`src/rtl/sim_dtm.sv`:
```
// sim_dtm: bridges a simple host command port to a DMI debug-module port.
// One transaction is in flight at a time. Host reads, writes and nops are
// forwarded to the debug module; the DMI response is returned to the host.
// A host "exit" command (op 3) latches an exit word and freezes the block
// until reset. A waiting transaction that stalls for TIMEOUT_CYCLES cycles
// is aborted with status 2 (failed) and data 0.
//
// Ports:
//   clk_i, rst_ni             clock, asynchronous active-low reset
//   host_req_*                host command (valid/ready, addr, op, data)
//   host_resp_*               host response (valid/ready, resp, data)
//   debug_req_*               DMI request to the debug module
//   debug_resp_*              DMI response from the debug module
//   exit                      exit word, 0 while running
//   dbg_state_o               current FSM state for observation
//
// Handshakes: a transfer happens on a rising edge where valid and ready are
// both 1. A producer keeps valid high and its payload stable until the
// transfer; valid never depends on ready.
module sim_dtm #(
    parameter int TIMEOUT_CYCLES = 1024
) (
    input  logic        clk_i,
    input  logic        rst_ni,
    input  logic        host_req_valid,
    output logic        host_req_ready,
    input  logic [6:0]  host_req_addr,
    input  logic [1:0]  host_req_op,
    input  logic [31:0] host_req_data,
    output logic        host_resp_valid,
    input  logic        host_resp_ready,
    output logic [1:0]  host_resp_resp,
    output logic [31:0] host_resp_data,
    output logic        debug_req_valid,
    input  logic        debug_req_ready,
    output logic [6:0]  debug_req_bits_addr,
    output logic [1:0]  debug_req_bits_op,
    output logic [31:0] debug_req_bits_data,
    input  logic        debug_resp_valid,
    output logic        debug_resp_ready,
    input  logic [1:0]  debug_resp_bits_resp,
    input  logic [31:0] debug_resp_bits_data,
    output logic [31:0] exit,
    output logic [2:0]  dbg_state_o
);

    typedef enum logic [2:0] {
        IDLE  = 3'd0,
        REQ   = 3'd1,
        RESP  = 3'd2,
        HRESP = 3'd3,
        DONE  = 3'd4
    } state_e;

    localparam logic [1:0]  OP_EXIT     = 2'd3;
    localparam logic [1:0]  RESP_FAILED = 2'd2;
    localparam logic [15:0] CNT_LIMIT   = 16'(TIMEOUT_CYCLES);

    state_e      state_q;
    logic [6:0]  addr_q;
    logic [1:0]  op_q;
    logic [31:0] wdata_q;
    logic [1:0]  resp_q;
    logic [31:0] rdata_q;
    logic [31:0] exit_q;
    logic [15:0] cnt_q;
    logic [15:0] cnt_d;
    logic        host_req_ready_q;
    logic        host_resp_valid_q;
    logic        debug_req_valid_q;
    logic        debug_resp_ready_q;
    logic        cnt_expired;

    // The counter "reaches" the limit when the value it would take this
    // cycle equals TIMEOUT_CYCLES; a handshake in that cycle still wins.
    assign cnt_d       = cnt_q + 16'd1;
    assign cnt_expired = (cnt_d == CNT_LIMIT);

    always_ff @(posedge clk_i or negedge rst_ni) begin
        if (!rst_ni) begin
            state_q            <= IDLE;
            addr_q             <= '0;
            op_q               <= '0;
            wdata_q            <= '0;
            resp_q             <= '0;
            rdata_q            <= '0;
            exit_q             <= '0;
            cnt_q              <= '0;
            host_req_ready_q   <= 1'b1;
            host_resp_valid_q  <= 1'b0;
            debug_req_valid_q  <= 1'b0;
            debug_resp_ready_q <= 1'b0;
        end else begin
            case (state_q)
                IDLE: begin
                    if (host_req_valid && host_req_ready_q) begin
                        host_req_ready_q <= 1'b0;
                        if (host_req_op == OP_EXIT) begin
                            // Bit 0 forced high so any exit code reads non-zero.
                            exit_q  <= {host_req_data[30:0], 1'b1};
                            state_q <= DONE;
                        end else begin
                            addr_q            <= host_req_addr;
                            op_q              <= host_req_op;
                            wdata_q           <= host_req_data;
                            cnt_q             <= '0;
                            debug_req_valid_q <= 1'b1;
                            state_q           <= REQ;
                        end
                    end
                end
                REQ: begin
                    if (debug_req_ready) begin
                        cnt_q              <= '0;
                        debug_req_valid_q  <= 1'b0;
                        debug_resp_ready_q <= 1'b1;
                        state_q            <= RESP;
                    end else if (cnt_expired) begin
                        cnt_q             <= cnt_d;
                        resp_q            <= RESP_FAILED;
                        rdata_q           <= '0;
                        debug_req_valid_q <= 1'b0;
                        host_resp_valid_q <= 1'b1;
                        state_q           <= HRESP;
                    end else begin
                        cnt_q <= cnt_d;
                    end
                end
                RESP: begin
                    if (debug_resp_valid) begin
                        // Busy (3) and every other status pass through untouched.
                        resp_q             <= debug_resp_bits_resp;
                        rdata_q            <= debug_resp_bits_data;
                        debug_resp_ready_q <= 1'b0;
                        host_resp_valid_q  <= 1'b1;
                        state_q            <= HRESP;
                    end else if (cnt_expired) begin
                        cnt_q              <= cnt_d;
                        resp_q             <= RESP_FAILED;
                        rdata_q            <= '0;
                        debug_resp_ready_q <= 1'b0;
                        host_resp_valid_q  <= 1'b1;
                        state_q            <= HRESP;
                    end else begin
                        cnt_q <= cnt_d;
                    end
                end
                HRESP: begin
                    if (host_resp_ready) begin
                        host_resp_valid_q <= 1'b0;
                        host_req_ready_q  <= 1'b1;
                        state_q           <= IDLE;
                    end
                end
                DONE: begin
                    // Terminal until reset; every input is ignored.
                end
                default: begin
                    host_req_ready_q   <= 1'b1;
                    host_resp_valid_q  <= 1'b0;
                    debug_req_valid_q  <= 1'b0;
                    debug_resp_ready_q <= 1'b0;
                    state_q            <= IDLE;
                end
            endcase
        end
    end

    assign host_req_ready      = host_req_ready_q;
    assign host_resp_valid     = host_resp_valid_q;
    assign host_resp_resp      = resp_q;
    assign host_resp_data      = rdata_q;
    assign debug_req_valid     = debug_req_valid_q;
    assign debug_req_bits_addr = addr_q;
    assign debug_req_bits_op   = op_q;
    assign debug_req_bits_data = wdata_q;
    assign debug_resp_ready    = debug_resp_ready_q;
    assign exit                = exit_q;
    assign dbg_state_o         = state_q;

endmodule

```
`config.mk`:
```
export PLATFORM = sky130hd
export DESIGN_NAME = sim_dtm
export DESIGN_NICKNAME = d
export VERILOG_FILES = /design/src/rtl/sim_dtm.sv
export SDC_FILE = /design/constraint.sdc
export NUM_CORES = 1
export LEC_CHECK = 0
export CAP_MARGIN = 10
export CORE_UTILIZATION = 49
export CTS_CLUSTER_SIZE = 30
export DETAILED_ROUTE_END_ITERATION = 7
export PLACE_DENSITY = 0.9
export RECOVER_POWER = 50
export SYNTH_ARGS = -nofsm -noshare
export SYNTH_HDL_FRONTEND = slang
export SYNTH_SLANG_ARGS = --single-unit
export TNS_END_PERCENT = 1
```
`constraint.sdc`:
```
create_clock -name clk_i -period 3.1 [get_ports clk_i]
set_input_delay 0.62 -clock clk_i [delete_from_list [all_inputs] [get_ports clk_i]]
set_output_delay 0.62 -clock clk_i [all_outputs]
set_load 0.02 [all_outputs]
```
==> results of run 1 <==
-- worst max-delay path by stage --
stage                     slack (ns)                             end
after CTS                       0.62  host_resp_data[17]$_DFFE_PN0P_
final                           0.39            exit[14]$_DFFE_PN0P_
after global routing            0.25             exit[3]$_DFFE_PN0P_
after detailed placement        0.37           cnt_q[13]$_DFFE_PN0P_
after floorplan                 0.97  host_resp_data[22]$_DFFE_PN0P_
after global placement          0.51            cnt_q[8]$_DFFE_PN0P_
-- kinds of logic (layout without fill, tap and decap cells) --
| kind of cell | Yosys count | count (layout) | share of synthesized area |
|---|---|---|---|
| fa+ha+maj | 1 | 1 | 0.00220 |
| flops | 130 | 130 | 0.571 |
| mux | 74 | 74 | 0.146 |
| simple gates | 104 | 104 | 0.0931 |
| compound gates | 130 | 130 | 0.154 |
| buf+inv | 40 | 243 | 0.0310 |
| xor+xnor | 2 | 2 | 0.00308 |
-- final cells by class --
class                           count  area share
Inverter                            7     0.00316
Multi-Input combinational cell    311       0.274
Sequential cell                   130       0.391
Clock buffer                       20      0.0548
Tap cell                          143      0.0215
Clock inverter                     11      0.0158
Timing Repair Buffer              205       0.240
-- where the power goes --
group | switching, mW | internal (mW)
clock network | 0.753 | 1.23
logic | 0.0597 | 0.0903
registers | 0.0000000000000000870 | 1.70
-- per-layer routing --
layer	GRT usage	vias up	wire, um	share of wire
li1	-	2144	-	-
met1	0.309	2378	6060	0.37
met2	0.488	210	8590	0.52
met3	0.126	32	1570	0.094
met4	0.0990	0	350	0.021
met5	0	-	0	0
-- placed cells by master, fill, tap and decap left out, types with 5 or more instances in the layout --
master,synthesis,final
inv_1,7,7
clkdlybuf4s50_1,0,178
mux2_2,72,72
o21ai_0,44,44
o21ai_2,10,10
a22oi_1,33,33
clkbuf_16,0,17
nand3_1,12,12
dlygate4sd3_1,0,15
a21oi_1,9,9
o31ai_1,10,10
nand4_1,5,5
clkinvlp_4,0,6
buf_4,0,5
nand2_1,44,44
dfrtp_1,129,129
nor2_1,14,14
-- stage by stage --
stage               power, mW  utilization
floorplan                1.73            -
global placement         1.87        0.684
detailed placement       1.88        0.684
CTS                      3.85        0.736
global route             3.94        0.732
finish                   3.83        0.732
-- sequential cells by signal, summed over array words and instances (netlist names), 2 cells and up --
signal and flops:
debug_req_bits_op 2, host_resp_resp 2, cnt_q 16, debug_req_bits_data 32, host_resp_data 32, debug_req_bits_addr 7
exit 32, dbg_state_o 3
-- critical path: cells and delay by family --
family	cells	cell delay (ns)
buffers and inverters	2	1.45
AND/OR/NAND/NOR	2	0.49
multiplexers	1	0.44
==> metrics, run 1 <==
Syn Inst Count=between 400 and 500; placed cell area=0.00778 mm^2; async set-reset flop share out of synthesis=1.00; Worst setup startpoint=host_req_valid; failing checks=max-capacitance violations, max-slew violations; nets=754; PwrDens=between 400 and 500 mW/mm^2; critical path arrival=about 3.0 ns; dpl ws=between 0.3 and 0.4 ns; input/output buffers=approximately 190; Post-CTS Hold Buffers=0; Initial Util=0.501; Critical Path RT=about 3.4 ns; crit-path max FO=18; Leak Pwr=3.86 nW; Clock Pin Slew Worst Setup and Hold Paths=around 0.06 ns; final setup fails=0; MaxCap Viol Count=1; drc violations=0; Placer Congestion=about 0.84; CTS tree=built; syn_nets=563; Post-DRT Antenna Nets=0; post-synthesis sequential area ratio=0.571; share of layout cells above drive strength 1=0.190; HP Start=exit[0]$_DFFE_PN0P_; die height=approximately 110 um; unrepaired setup endpoints after global routing=false; synth top area cells=dfrtp_1 (57%), mux2_2 (14%), a22oi_1 (4.3%), o21ai_0 (3.9%), nand2_1 (2.9%); Yosys reg bits=130; CP max-delay cell=clkbuf_1; first-pass GRT wire length=approximately 26000 um; DPL Wire Length=roughly 11000 um; ys flop type=dfrtp_1; post-synth design cell area=approximately 0.0057 mm^2; status=finished, violations left; Max Clk Rate=~370 MHz; max incr delay on CP=0.81 ns; Slew Limit Fails=60; Area Overhead vs Synth=46.2%; core area=around 0.011 mm^2; # rows=39; CP Class=input port to register; gr usage total=0.284; DRT iter0 DRCs=approximately 410; Setup WS post-layout=just under 0.4 ns; Root Driver=clkbuf_16; reg2reg start=cnt_q[0]$_DFFE_PN0P_; Peak VDD IR=around 0.48 mV; Final Hold Viols=0; Vias=around 4800; register area=approximately 0.0033 mm^2; drt pass-1 iters=4; EDFF count, synth=0; ant diodes=0; PostCTS Resize Cnt=0; clk buf depth=2; critical path startpoint category=input port; Die ar.=0.0121 mm^2; htree depth=4; Ports=195; slew margin rel.=-0.00174; post-CTS setup buffer count=0; DR WL/cell=around 20 um; worst hold path depth=1; unique cell type count in the Yosys netlist=52; top post-synthesis cells by count=dfrtp_1 (129), mux2_2 (72), nand2_1 (44), o21ai_0 (44), a22oi_1 (33); clk_skew=0.00899 ns; clk_lat worst skew=0.41 ns; Reg2Reg Depth=6; Congestion Overflow GR=0; average size of a mapped cell=11.8 um^2; crit end category=register; CTS Buf Count=17; actual slew at the worst max-slew pin=~1.5 ns; hold endpoint=exit[0]$_DFFE_PN0P_; most common cell in the netlist=dfrtp_1; vias per std cell=roughly 5.8; Sinks on Clock Net=130; yosys synthesis warning count=0; post-synth top area share=0.567; die span in x=approximately 110 um; setup TNS=0 ns; post-route cell area=around 0.0083 mm^2; min Tclk post-route=roughly 2.7 ns; Layout fillers=~720; cell taking the most area after synthesis=dfrtp_1; DRT Wirelength=16600 um; Hold WC Path Type=register to register; FF-to-FF End=host_resp_data[17]$_DFFE_PN0P_; vias in the first global route=approximately 5000; crit path cell chain=dlygate4sd3_1 > nand4_1 > nor4_1 > clkbuf_1 > mux2_2; Min Hold Slack=~0.49 ns; placed cells=between 700 and 800; Multi-input gate area=0.00228 mm^2; largest net degree at the start of global routing=61; fin crit share=0.875; fin cells=between 800 and 900; initial antenna violation count=0; reg2reg setup slack=0.51 ns
Note: power is estimated with default switching activity, not from simulation.
==> inputs of run 2 (changes only) <==
--- a/config.mk
+++ b/config.mk
@@ -6,10 +6,12 @@
 export NUM_CORES = 1
 export LEC_CHECK = 0
 export CAP_MARGIN = 10
-export CORE_UTILIZATION = 49
+export CORE_UTILIZATION = 51
+export CTS_BUF_LIST = sky130_fd_sc_hd__clkbuf_4 sky130_fd_sc_hd__clkbuf_8
 export CTS_CLUSTER_SIZE = 30
 export DETAILED_ROUTE_END_ITERATION = 7
-export PLACE_DENSITY = 0.9
+export GPL_ROUTABILITY_DRIVEN = 0
+export PLACE_DENSITY = 0.93
 export RECOVER_POWER = 50
 export SYNTH_ARGS = -nofsm -noshare
 export SYNTH_HDL_FRONTEND = slang
==> run 2 against run 1 <==
  * Highest routed layer unchanged
  * Via count is 0.36% higher
  * Worst setup slack worse by 0.051 ns
  * Clock power is 8% lower
  * The run now ends clean
  * Die area is 3.9% lower
==> metrics, run 2 (same netlist as run 1, synthesis figures left out) <==
ant diodes=0 (unchanged); Vias=4781 (+0.36%); initial antenna violation count=0 (unchanged); drc violations=0 (unchanged); Final Core Density=0.760 (+0.0278); crit end category=register; Clock power frac=0.496 (-0.021); fin crit share=0.892 (+0.0164); Leak Pwr=3.84 nW (-0.49%); PostCTS Resize Cnt=0 (unchanged); share of layout cells above drive strength 1=0.187 (-0.00292); Setup WS post-layout=0.336 ns (-0.0507 ns); Clock Pin Slew Worst Setup and Hold Paths=0.08 ns (+0.02 ns); die height=108 um (-1.9%); slew margin rel.=0.0928 (+0.0946); DRT iter0 DRCs=407 (-1.5%); MaxCap Viol Count=0 (-1); Sinks on Clock Net=130 (unchanged); Die ar.=0.0116 mm^2 (-3.9%); crit-path max FO=23 (+5); Critical Path RT=3.42 ns (+0.03 ns); nets=753 (-0.13%); Post-CTS Hold Buffers=0 (unchanged); PwrDens=444 mW/mm^2 (-3.4%); Pint=2.92 mW (-3.0%); worst path bufs/invs=2 (unchanged); DRT Wirelength=16200 um (-2.2%); Slew Limit Fails=0 (-100%); core area=0.0108 mm^2 (-4.7%); Switching Fraction=0.201 (-0.0115); Initial Util=0.526 (+0.0245); placed cells=792 (-0.50%); drt pass-1 iters=6 (+2); commonest non-fill, non-tap cell in the layout=clkdlybuf4s50_1; Reg2Reg Depth=4 (-2); Worst setup startpoint=host_req_valid; Final Hold Viols=0 (unchanged); placed cell area=0.00778 mm^2 (about the same); max incr delay on CP=0.99 ns (+0.18 ns); Logic pwr share=0.041 (+0.002); crit path cell chain=clkdlybuf4s50_1 > nand4_1 > nor4_1 > clkbuf_1 > mux2_2; # rows=38 (-2.6%); Sequential Power Share=0.463 (+0.019); CP Class=input port to register; reg2reg setup slack=0.46 ns (-0.05 ns); largest net degree at the start of global routing=56 (-8.2%); post-route cell area=0.00824 mm^2 (-1.0%); unrepaired setup endpoints after global routing=false; setup TNS=0 ns (unchanged); Layout fillers=688 (-3.9%); Congestion Overflow GR=0 (unchanged); vias in the first global route=4964 (-2.0%); Area Overhead vs Synth=44.7%; CTS tree=built; clk_skew=0.0128 ns (+0.00377 ns); Peak VDD IR=0.367 mV (-23%); reg2reg start=host_req_ready$_DFFE_PN1P_; CP max-delay cell=clkbuf_1; vias per std cell=5.80 (+0.72%); Post-DRT Antenna Nets=0 (unchanged); gr usage total=0.291 (+0.00731); most frequent cells in the layout=clkdlybuf4s50_1 (177), dfrtp_1 (129), mux2_2 (72); Root Driver=clkbuf_8; status=finished clean; FF-to-FF End=exit[22]$_DFFE_PN0P_; clk_lat worst skew=0.45 ns (+0.04 ns); critical path startpoint category=input port; Hold WC Path Type=register to register; DPL Wire Length=11200 um (+4.3%); Most Used Layer, Global Route=met2; critical path arrival=3.08 ns (+0.08 ns); first-pass GRT wire length=25300 um (-1.2%); Ports=195 (unchanged); post-CTS setup buffer count=0 (unchanged); CTS Buf Count=17 (unchanged); actual slew at the worst max-slew pin=1.36 ns (-0.142 ns); final setup fails=0 (unchanged); CP top delay family=buffers and inverters; Multi-input gate area=0.00228 mm^2 (unchanged); min Tclk post-route=2.76 ns (+0.0507 ns); clk buf depth=2 (unchanged); DR WL/cell=19.7 um (-1.8%); dpl ws=0.365 ns (-0.00203 ns); htree depth=4 (unchanged); input/output buffers=194 (unchanged); worst hold path depth=1 (unchanged); die span in x=108 um (-1.9%); P_sw=735 uW (-9.5%); GR met1 Demand/Resource=0.319 (+0.0104); HP Start=exit[0]$_DFFE_PN0P_; fin cells=824 (-0.36%); hold endpoint=exit[0]$_DFFE_PN0P_; met2 GRT Util=0.510 (+0.0217); Max Clk Rate=362 MHz (-1.8%); GRT met3 Usage=0.0896 (-0.0367); register area=0.00325 mm^2 (unchanged)
==> run 2: changes by cell type in the layout (fill, tap and decap cells not counted), sizes merged <==
cell | before | now
bufinv | 2 | 7
clkbuf | 27 | 24
clkinvlp | 6 | 4
buf | 5 | 4
clkdlybuf4s50 | 178 | 177
clkinv | 2 | 3
dlygate4sd3 | 15 | 16
dlymetal6s4s | 0 | 1
inv | 8 | 7
==> run 2: through the flow <==
step	power (mW)	hold slack (ns)
after floorplan	1.73	0.324
after global placement	1.88	0.454
after detailed placement	1.88	0.455
after CTS	3.69	0.228
after global routing	3.77	0.490
final	3.66	0.475
==> run 2: worst reg2reg max path, cell delays in order, from the launching register on <==
cell	delay (ns)
dfstp_2	0.59
nand4_1	0.17
nor4_1	0.31
clkbuf_1	1.00
mux2_2	0.45
==> run 2: routing by layer <==
layer | routed length [um] | share of wire
met5 | 0 | 0
met4 | 478 | 0.030
met3 | 1090 | 0.067
met2 | 8960 | 0.55
met1 | 5670 | 0.35
==> run 2: layout make-up <==
type                    count  share of cell area
clock buffers              18              0.0301
clock inverters            14              0.0314
inverters                   7             0.00319
multi-input cells         311               0.276
flip-flops and latches    130               0.395
well taps                 140              0.0213
repair buffers            204               0.243
==> run 2: how the worst max path moves through the flow <==
stage | slack (ns) | cells past startpoint | end
6_report | 0.34 | 5 | exit[22]$_DFFE_PN0P_
3_3_place_gp | 0.51 | 6 | cnt_q[5]$_DFFE_PN0P_
2_1_floorplan | 0.97 | 9 | host_resp_data[22]$_DFFE_PN0P_
5_1_grt | 0.15 | 2 | host_resp_data[22]$_DFFE_PN0P_
3_5_place_dp | 0.37 | 6 | cnt_q[8]$_DFFE_PN0P_
4_1_cts | 0.49 | 8 | host_resp_data[18]$_DFFE_PN0P_
==> run 2: power groups by stage <==
stage	Combinational [mW]	Clock (mW)	Sequential, mW
6_report	0.148	1.82	1.70
5_1_grt	0.162	1.91	1.69
4_1_cts	0.154	1.84	1.69
3_5_place_dp	0.152	0	1.73
3_3_place_gp	0.148	0	1.73
2_1_floorplan	0.00279	0	1.73
